`src/rtl/codec_init_pkg.sv`:
```
// Shared types and defaults for the codec init controller.
// Build option: CODEC_INIT_NACK_CHECK_EN enables I2C NACK counting/qualification.
// Holds the 3-bit state encoding and counter width helper.
package codec_init_pkg;

    typedef enum logic [2:0] {
        S_POWERUP = 3'd0,
        S_START   = 3'd1,
        S_WAIT    = 3'd2,
        S_RETRY   = 3'd3,
        S_READY   = 3'd4,
        S_FAIL    = 3'd5
    } state_e;

    localparam int unsigned DEF_POWERUP_CYCLES = 1000;
    localparam int unsigned DEF_TIMEOUT_CYCLES = 200000;
    localparam int unsigned DEF_MAX_RETRY      = 3;

    localparam logic [7:0] NACK_CNT_MAX = 8'hFF;

    // Bits needed to count 0..n-1, never narrower than one bit.
    function automatic int unsigned cnt_w(input int unsigned n);
        return (n < 2) ? 1 : $clog2(n);
    endfunction

endpackage

```
`src/rtl/i2c_ack_monitor.sv`:
```
// Flags a NACK: rising SCLK while the initializer releases SDA and SDA reads high.
// Latency: pulse is combinational on the cycle the SCLK rise is seen (one cycle wide).
// Backpressure: none; passive bus observer.
module i2c_ack_monitor (
    input  logic i_clk,
    input  logic i_rst_n,
    input  logic i_sclk,
    input  logic i_sdat,
    input  logic i_oen,
    output logic o_nack
);

    logic sclk_q;
    logic sclk_d;

    // Previous SCLK sample for edge detection.
    always_comb begin
        sclk_d = i_sclk;
    end

    // SCLK history register.
    always_ff @(posedge i_clk or negedge i_rst_n) begin
        if (!i_rst_n) begin
            sclk_q <= 1'b0;
        end else begin
            sclk_q <= sclk_d;
        end
    end

    // Rising SCLK, slave owns SDA (oen low) and SDA left high -> NACK.
    assign o_nack = ~sclk_q & i_sclk & ~i_oen & i_sdat;

endmodule

```
`src/rtl/codec_init_ctrl.sv`:
```
// Sequences codec init: power-up wait, start pulse, wait for done with timeout, retries.
// Latency: outputs registered, aligned with the state they describe; start is 1 cycle.
// Backpressure: none; i_reinit only honoured in READY/FAIL. Option: CODEC_INIT_NACK_CHECK_EN.
module codec_init_ctrl
    import codec_init_pkg::*;
#(
    parameter int unsigned POWERUP_CYCLES = DEF_POWERUP_CYCLES,
    parameter int unsigned TIMEOUT_CYCLES = DEF_TIMEOUT_CYCLES,
    parameter int unsigned MAX_RETRY      = DEF_MAX_RETRY
) (
    input  logic       i_clk,
    input  logic       i_rst_n,
    input  logic       i_reinit,
    input  logic       i_init_finished,
    input  logic       i_sclk,
    input  logic       i_sdat,
    input  logic       i_oen,
    output logic       o_init_start,
    output logic       o_init_rst_n,
    output logic       o_ready,
    output logic       o_error,
    output logic [7:0] o_nack_cnt,
    output logic [2:0] o_state
);

    localparam int unsigned PW    = cnt_w(POWERUP_CYCLES);
    localparam int unsigned TW    = cnt_w(TIMEOUT_CYCLES);
    localparam int unsigned RW_C  = cnt_w(MAX_RETRY + 1);
    localparam int unsigned RW    = (RW_C < 2) ? 2 : RW_C;

    localparam logic [PW-1:0] PWR_LAST  = PW'(POWERUP_CYCLES - 1);
    localparam logic [PW-1:0] PWR_ONE   = PW'(1);
    localparam logic [TW-1:0] TMR_LAST  = TW'(TIMEOUT_CYCLES - 1);
    localparam logic [TW-1:0] TMR_ONE   = TW'(1);
    localparam logic [RW-1:0] RETRY_MAX = RW'(MAX_RETRY);
    localparam logic [RW-1:0] RETRY_ONE = RW'(1);

    state_e        state_q, state_d;
    logic [PW-1:0] pwr_cnt_q, pwr_cnt_d;
    logic [TW-1:0] timer_q, timer_d;
    logic [RW-1:0] retry_cnt_q, retry_cnt_d;
    logic          rst_ph_q, rst_ph_d;      // second cycle of the initializer reset
    logic          fin_q, fin_d;
    logic          start_q, start_d;
    logic          init_rst_n_q, init_rst_n_d;
    logic          ready_q, ready_d;
    logic          error_q, error_d;
    logic [7:0]    nack_cnt_q, nack_cnt_d;
    logic          fin_rise;
    logic          attempt_clean;
    logic          nack_pulse;

    assign fin_rise = i_init_finished & ~fin_q;

`ifdef CODEC_INIT_NACK_CHECK_EN
    i2c_ack_monitor u_ack_mon (
        .i_clk   (i_clk),
        .i_rst_n (i_rst_n),
        .i_sclk  (i_sclk),
        .i_sdat  (i_sdat),
        .i_oen   (i_oen),
        .o_nack  (nack_pulse)
    );

    assign attempt_clean = (nack_cnt_q == 8'd0);
`else
    // Bus copies are only observed when NACK checking is built in.
    logic unused_bus;
    assign unused_bus    = ^{i_sclk, i_sdat, i_oen};
    assign nack_pulse    = 1'b0;
    assign attempt_clean = 1'b1;
`endif

    // Next-state, counter and registered-output decode.
    always_comb begin
        state_d     = state_q;
        pwr_cnt_d   = pwr_cnt_q;
        timer_d     = timer_q;
        retry_cnt_d = retry_cnt_q;
        rst_ph_d    = rst_ph_q;
        fin_d       = i_init_finished;
        nack_cnt_d  = nack_cnt_q;

        case (state_q)
            S_POWERUP: begin
                if (pwr_cnt_q == PWR_LAST) begin
                    state_d = S_START;
                end else begin
                    pwr_cnt_d = pwr_cnt_q + PWR_ONE;
                end
            end
            S_START: begin
                state_d = S_WAIT;
            end
            S_WAIT: begin
                if (nack_pulse && (nack_cnt_q != NACK_CNT_MAX)) begin
                    nack_cnt_d = nack_cnt_q + 8'd1;
                end
                // Done wins over a simultaneous timeout.
                if (fin_rise) begin
                    if (attempt_clean) begin
                        state_d = S_READY;
                    end else begin
                        state_d     = S_RETRY;
                        retry_cnt_d = retry_cnt_q + RETRY_ONE;
                    end
                end else if (timer_q == TMR_LAST) begin
                    state_d     = S_RETRY;
                    retry_cnt_d = retry_cnt_q + RETRY_ONE;
                end else begin
                    timer_d = timer_q + TMR_ONE;
                end
            end
            S_RETRY: begin
                if (rst_ph_q) begin
                    rst_ph_d = 1'b0;
                    state_d  = (retry_cnt_q == RETRY_MAX) ? S_FAIL : S_START;
                end else begin
                    rst_ph_d = 1'b1;
                end
            end
            S_READY, S_FAIL: begin
                // Reinit restarts the retry budget; this reset phase is not a retry.
                if (i_reinit) begin
                    retry_cnt_d = '0;
                    state_d     = S_RETRY;
                end
            end
            default: begin
                state_d = S_POWERUP;
            end
        endcase

        // A fresh attempt starts with a clean timer and NACK tally.
        if (state_d == S_START) begin
            timer_d    = '0;
            nack_cnt_d = 8'd0;
        end

        start_d      = (state_d == S_START);
        init_rst_n_d = (state_d != S_RETRY);
        ready_d      = (state_d == S_READY);
        error_d      = (state_d == S_FAIL);
    end

    // State, counters and output registers.
    always_ff @(posedge i_clk or negedge i_rst_n) begin
        if (!i_rst_n) begin
            state_q      <= S_POWERUP;
            pwr_cnt_q    <= '0;
            timer_q      <= '0;
            retry_cnt_q  <= '0;
            rst_ph_q     <= 1'b0;
            fin_q        <= 1'b0;
            nack_cnt_q   <= 8'd0;
            start_q      <= 1'b0;
            init_rst_n_q <= 1'b0;
            ready_q      <= 1'b0;
            error_q      <= 1'b0;
        end else begin
            state_q      <= state_d;
            pwr_cnt_q    <= pwr_cnt_d;
            timer_q      <= timer_d;
            retry_cnt_q  <= retry_cnt_d;
            rst_ph_q     <= rst_ph_d;
            fin_q        <= fin_d;
            nack_cnt_q   <= nack_cnt_d;
            start_q      <= start_d;
            init_rst_n_q <= init_rst_n_d;
            ready_q      <= ready_d;
            error_q      <= error_d;
        end
    end

    assign o_init_start = start_q;
    assign o_init_rst_n = init_rst_n_q;
    assign o_ready      = ready_q;
    assign o_error      = error_q;
    assign o_state      = state_q;
`ifdef CODEC_INIT_NACK_CHECK_EN
    assign o_nack_cnt   = nack_cnt_q;
`else
    assign o_nack_cnt   = 8'd0;
`endif

endmodule

```
`config.mk`:
```
export PLATFORM = sky130hd
export DESIGN_NAME = codec_init_ctrl
export DESIGN_NICKNAME = d
export VERILOG_FILES = /design/src/rtl/codec_init_pkg.sv /design/src/rtl/i2c_ack_monitor.sv /design/src/rtl/codec_init_ctrl.sv
export SDC_FILE = /design/constraint.sdc
export NUM_CORES = 1
export LEC_CHECK = 0
export CORE_MARGIN = 5
export CORE_UTILIZATION = 55
export CTS_CLUSTER_SIZE = 8
export DETAILED_ROUTE_END_ITERATION = 16
export GPL_TIMING_DRIVEN = 1
export HOLD_SLACK_MARGIN = 0.06
export PLACE_DENSITY = 0.78
export SYNTH_ARGS = -nofsm -noshare
export SYNTH_HDL_FRONTEND = slang
export SYNTH_HIERARCHICAL = 1
export SYNTH_SLANG_ARGS = --single-unit
```
`constraint.sdc`:
```
create_clock -name i_clk -period 2.4 [get_ports i_clk]
set_input_delay 0.36 -clock i_clk [delete_from_list [all_inputs] [get_ports i_clk]]
set_output_delay 0.36 -clock i_clk [all_outputs]
set_load 0.02 [all_outputs]
```
After elaboration in Yosys (flattened, before gate mapping)
Cells that the tools add are included.
{ "classes": {"div": 0, "n_shift": 0, "n_reduce_logical": 7, "add_sub_neg": 3, "eq_ne": 17, "bitwise": 3, "n_lt_le_gt_ge": 0, "mux": 16, "n_mul": 0} }
{ "ops": {"columns": ["op", "n"], "rows": [
  ["18-bit 2-to-1 mux", 4],
  ["18-bit by 1-bit adder with 18-bit output (second input constant)", 1],
  ["18-bit equality test (second input constant)", 1],
  ["3-bit 2-to-1 mux", 6],
  ["3-bit one-hot mux with 5 select lines", 1],
  ["3-bit equality test (second input constant)", 4],
  ["10-bit by 1-bit adder with 10-bit output (second input constant)", 1],
  ["10-bit equality test (second input constant)", 1],
  ["2-bit != test (second input constant)", 5],
  ["3-bit by 1-bit equality test with 1-bit output (second input constant)", 2],
  ["3-bit by 2-bit equality test with 1-bit output (second input constant)", 2],
  ["2-bit 2-to-1 mux", 3],
  ["2-bit one-hot mux with 2 select lines", 1],
  ["4-bit AND reduction", 1],
  ["2-bit nonzero test", 2],
  ["3-bit logical NOT", 1],
  ["3-bit by 2-bit != test with 1-bit output (second input constant)", 1],
  ["3-bit AND reduction", 1],
  ["2-bit by 1-bit adder with 2-bit output (second input constant)", 1],
  ["2-bit equality test (second input constant)", 1],
  ["1-bit inverter", 2],
  ["2-bit AND reduction", 1],
  ["2-bit OR reduction", 1],
  ["1-bit AND", 1],
  ["1-bit 2-to-1 mux", 1]
]} }
{ "word_totals": {"n_memories": 0, "latchBits": 0, "output_inout_bits": 15, "ff_bits": 39, "rom_bits": 0, "wordCells": 56, "ram_bits": 0} }

Depth between registers and ports, before layout
{ "depth": {"depth_word": 7, "ltp_mapped": 7, "depth_no_buf": 6} }

Worst setup path after synthesis
No wires, ideal clock.
{ "synth_path": {"kind": "reg-to-reg", "start": "register state_q[1], in the netlist o_state[1]", "end": "register timer_q[10]", "slack_ns": 0.501, "arrival_time_ns": 1.780, "n_path_buf": 1, "required_ns": 2.282, "path_stages_with_launch": 7, "cell_sequence": "dfrtp_1 -> or3b_4 -> nor2_8 -> a221o_2 -> nor3_4 -> buf_6 -> nor2_1"} }
{ "synth_between": {"elab_chain_cells": 6} }
{ "synth_rtl": {"columns": ["element", "line", "source"], "rows": [
  ["start: declaration", "codec_init_ctrl.sv:38", "state_e state_q, state_d;"],
  ["start signal: assignment", "codec_init_ctrl.sv:161", "state_q <= state_d;"],
  ["3-bit equality test / 3-bit 2-to-1 mux (equally long branches)", "codec_init_ctrl.sv:84, codec_init_ctrl.sv:107", null],
  ["2-bit OR reduction / 3-bit 2-to-1 mux (equally long branches)", "codec_init_ctrl.sv:84, codec_init_ctrl.sv:100", null],
  ["3-bit one-hot mux with 5 select lines *", "codec_init_ctrl.sv:84", "case (state_q)"],
  ["via state_d[1]", "codec_init_ctrl.sv:38", null],
  ["3-bit by 1-bit equality test with 1-bit output *", null, null],
  ["via start_d", "codec_init_ctrl.sv:44", "logic start_q, start_d;"],
  ["2-bit != test (no line) / 2-bit nonzero test (equally long branches)", null, null],
  ["3-bit AND reduction (no line)", null, null],
  ["end signal: assignment", "codec_init_ctrl.sv:163", "timer_q <= timer_d;"],
  ["end: declaration", "codec_init_ctrl.sv:40", "logic [TW-1:0] timer_q, timer_d;"]
]} }
Mark *: on every way through the listed nets, which the timed path passes. The rest lies on a longest branch.
A chain may end at the register's enable or synchronous reset.

Worst setup path in the final report
{ "layout_path": {"start": "register state_q[2], in the netlist o_state[2]", "end": "output port o_state[2]"} }
{ "layout_rtl": {"columns": ["element", "line", "source"], "rows": [
  ["end: declaration", "codec_init_ctrl.sv:23", "output logic [2:0] o_state"]
]} }
No word-level cell between the ends.

==> flow_summary_export.csv <==
group,metric,value,unit
run_status,status,"complete, no violations",
placed_design,port_buffers,10,
routing,firstDrtPassIters,4,
layout,n_fill_cell,287,
routing,antenna_left,0,
min_path,worst_hold_path_type,"in -> async",
logic_synthesis,synth.yosys.seq_area_share,0.4965,
logic_synthesis,syn_inst,184,
setup_path,critical_path_required,2.04,ns
global_routing,grt_util_all_layers,0.1539,
setup_path,cp.arrival,1.50,ns
layout,drive_gt1_frac,0.1089,
sta,setup_violations,0,
clock_tree,cts_resized,0,
logic_synthesis,ys_ff_latch,39,
setup_path,crit_fanout,8,
layout,nets,211,
sta,max_freq,538.5,MHz
clock_tree,cts_buffer_depth,2,
global_routing,grt_pass1_wl,5913,um
job,maxCapViolations,0,
setup_path,cp-end-kind,"output pin",
floorplan,rows,21,
logic_synthesis,synth_cell_type_count,41,
pwr,ir_drop,0.5861,mV
layout,finish.utilization,0.6353,
placed_design,hpwl,2513,um
sta,period_share,0.7738,
sta,period_minus_slack,1.857,ns
logic_synthesis,ys_warn_count,6,
clock_tree,cts-root-buf,"clkbuf_4",
sta,fin_skew,0.01108,ns
global_routing,grt_max_degree,40,
sta,final.setup.tns,0,ns
pwr,powerDensity,864.5,nW/um^2
floorplan,num_io_pins,22,
setup_path,crit_type,"reg -> out",
routing,drt_iter0_markers,76,
layout,seqCellArea,975.9,sq um
clock_tree,clk_latency,0.35,ns
clock_tree,clk_pin_slew,0.12,ns
routing,wl_per_cell,13.87,um
clock_tree,clock_sinks,39,
sta,drv_slew,0,
logic_synthesis,syn_area_per_cell,10.68,sq um
routing,route.detailed.drc,0,
placed_design,place_congestion,0.8819,
routing,wl,3439,um
clock_tree,cts_hold_buf,0,
sta,hold_violations,0,
layout,antenna_cells,0,
routing,vias,1352,
floorplan,start_util,0.5799,
floorplan,die_h,69.78,um
setup_path,path_buf_inv,1,
logic_synthesis,synth_top_area_share,0.4965,
global_routing,antenna_found_initial,0,
setup_path,crit_path_start_kind,"flop",
global_routing,grt_pass1_vias,1357,
setup_path,slowest_delay,0.66,ns
clock_tree,cts_setup_buffers,0,
global_routing,overflow,0,
layout,areaGrowthSynthToFinish,9.548,%
floorplan,dieArea,4869,sq um
layout,multi_input_area,929.6,sq um
clock_tree,cts_tree,"done",
floorplan,coreArea,3390,sq um
setup_path,path_cells,"clkdlybuf4s50_1",
setup_path,cp_slowest_cell,"clkdlybuf4s50_1",
clock_tree,cts_buffers,5,
logic_synthesis,synthTopCellsByArea,"dfrtp_1 (50%), xor2_1 (6.7%), nor2_1 (4.6%)",
sta,rsz0062_at_grt,"false",
setup_path,critPathTopFamily,"buffers and inverters",
sta,relSlewSlack,0.4381,
pwr,leakagePower,0.0009419,uW
routing,routed_via_density,5.452,
logic_synthesis,synth_top_cell_by_area,"dfrtp_1",
clock_tree,htreeDepth,2,
logic_synthesis,syn_area,1966,sq um
floorplan,dieWidth,69.78,um
sta,tightest_slew,0.8428,ns
==> cell usage in the layout, fill, tap and decap left out, types with 2 or more instances in the layout <==
cell,Yosys,layout
dfrtp_1,39,39
nor2_1,24,24
conb_1,1,8
nand2_1,14,14
nor4_4,2,2
xnor2_1,9,9
o21ai_0,2,2
ha_1,3,3
and4_1,4,4
nand3_1,12,12
nand2b_1,3,3
clkdlybuf4s50_1,0,9
nor3_1,5,5
and3_1,2,2
o22ai_1,2,2
a21oi_1,3,3
xor2_1,15,15
nand4_1,7,7
inv_1,4,4
mux2i_1,2,2
clkinv_2,0,3
clkbuf_4,0,5
nor2b_1,2,2
o31a_1,2,2
==> metal layers <==
metal / track usage / share of wire / routed length (um) / vias to the layer above
met5: 0 / 0 / 0 / -
met4: 0.05532 / 0.016 / 56 / 0
met3: 0.06232 / 0.043 / 148 / 8
met2: 0.2571 / 0.50 / 1720 / 22
met1: 0.1771 / 0.44 / 1515 / 667
li1: - / - / - / 655
==> cells by family (layout without fill, tap and decap cells) <==
kind of cell             count (synthesis)  after routing  share of synthesized area
adder cells (fa/ha/maj)                  3              3                    0.01910
AO/OA/AOI/OAI                           16             16                    0.06302
other                                    1              8                   0.001908
buffers and inverters                   13             24                    0.04392
multiplexers                             3              3                    0.01591
flip-flops                              39             39                     0.4965
AND/OR/NAND/NOR                         85             85                     0.2527
XOR/XNOR                                24             24                     0.1069
==> final timing paths <==
path	startpoint	endpoint	slack, ns	cells past startpoint
worst max-delay path	o_state[2]$_DFF_PN0_	o_state[2]	0.54	1
worst min-delay path	i_rst_n	timer_q[14]$_DFFE_PN0P_	0.10	1
worst max register to register	o_state[2]$_DFF_PN0_	timer_q[12]$_DFFE_PN0P_	0.55	5
worst min register to register	retry_cnt_q[0]$_DFFE_PN0P_	retry_cnt_q[0]$_DFFE_PN0P_	0.49	1
max in group asynchronous	i_rst_n	o_init_rst_n$_DFF_PN0_	1.77	1
min in group i_clk	retry_cnt_q[0]$_DFFE_PN0P_	retry_cnt_q[0]$_DFFE_PN0P_	0.49	1
==> cells in the mapped netlist <==
cell type	instances
dfrtp_1	39
nor2_1	24
xor2_1	15
nand2_1	14
nand3_1	12
xnor2_1	9
buf_4	8
nand4_1	7
nor3_1	5
and4_1	4
inv_1	4
a21oi_1	3
ha_1	3
nand2b_1	3
and3_1	2
mux2i_1	2
nor2b_1	2
nor4_4	2
o21ai_0	2
o22ai_1	2
o31a_1	2
a211oi_1	1
a21bo_2	1
a21boi_0	1
a221o_2	1
and2_1	1
and2b_2	1
buf_6	1
conb_1	1
mux2_2	1
nand3b_1	1
nor2_8	1
nor3_4	1
nor4b_1	1
nor4bb_1	1
o21ai_4	1
o21bai_1	1
o32ai_1	1
or3_1	1
or3b_2	1
or3b_4	1
==> final cells by class <==
cell class / count / share of cell area
sequential: 39 / 0.4532
clock inverter: 3 / 0.006973
multi-input combinational: 139 / 0.4317
tap: 46 / 0.02673
inverter: 4 / 0.006973
clock buffer: 5 / 0.01743
timing repair buffer: 12 / 0.05694
==> per-stage QoR <==
step | power, uW | worst slack [ns] | instances | cell area [sq um] | hold slack [ns]
5_1_grt | 1994 | 0.4049 | 248 | 2153 | 0.1442
3_3_place_gp | 1513 | 0.2392 | 240 | 2101 | 0.4674
2_1_floorplan | 1391 | 0.5012 | 191 | 1992 | 0.06441
6_report | 1862 | 0.5429 | 248 | 2153 | 0.1000
3_5_place_dp | 1555 | 0.2210 | 240 | 2101 | 0.4681
4_1_cts | 1876 | 0.5369 | 248 | 2153 | 0.1083
==> registers in the layout, indices dropped and copies added (netlist names) <==
signal and count:
fin_q 1, pwr_cnt_q 10, timer_q 18, o_ready 1, o_init_start 1, rst_ph_q 1
o_init_rst_n 1, retry_cnt_q 2, o_error 1, o_state 3
==> power by group <==
part           total, uW  switching (uW)  internal [uW]
clock network        317             208            109
logic                588             317            271
registers            956             158            798
Power figures use the tool's default switching activity.
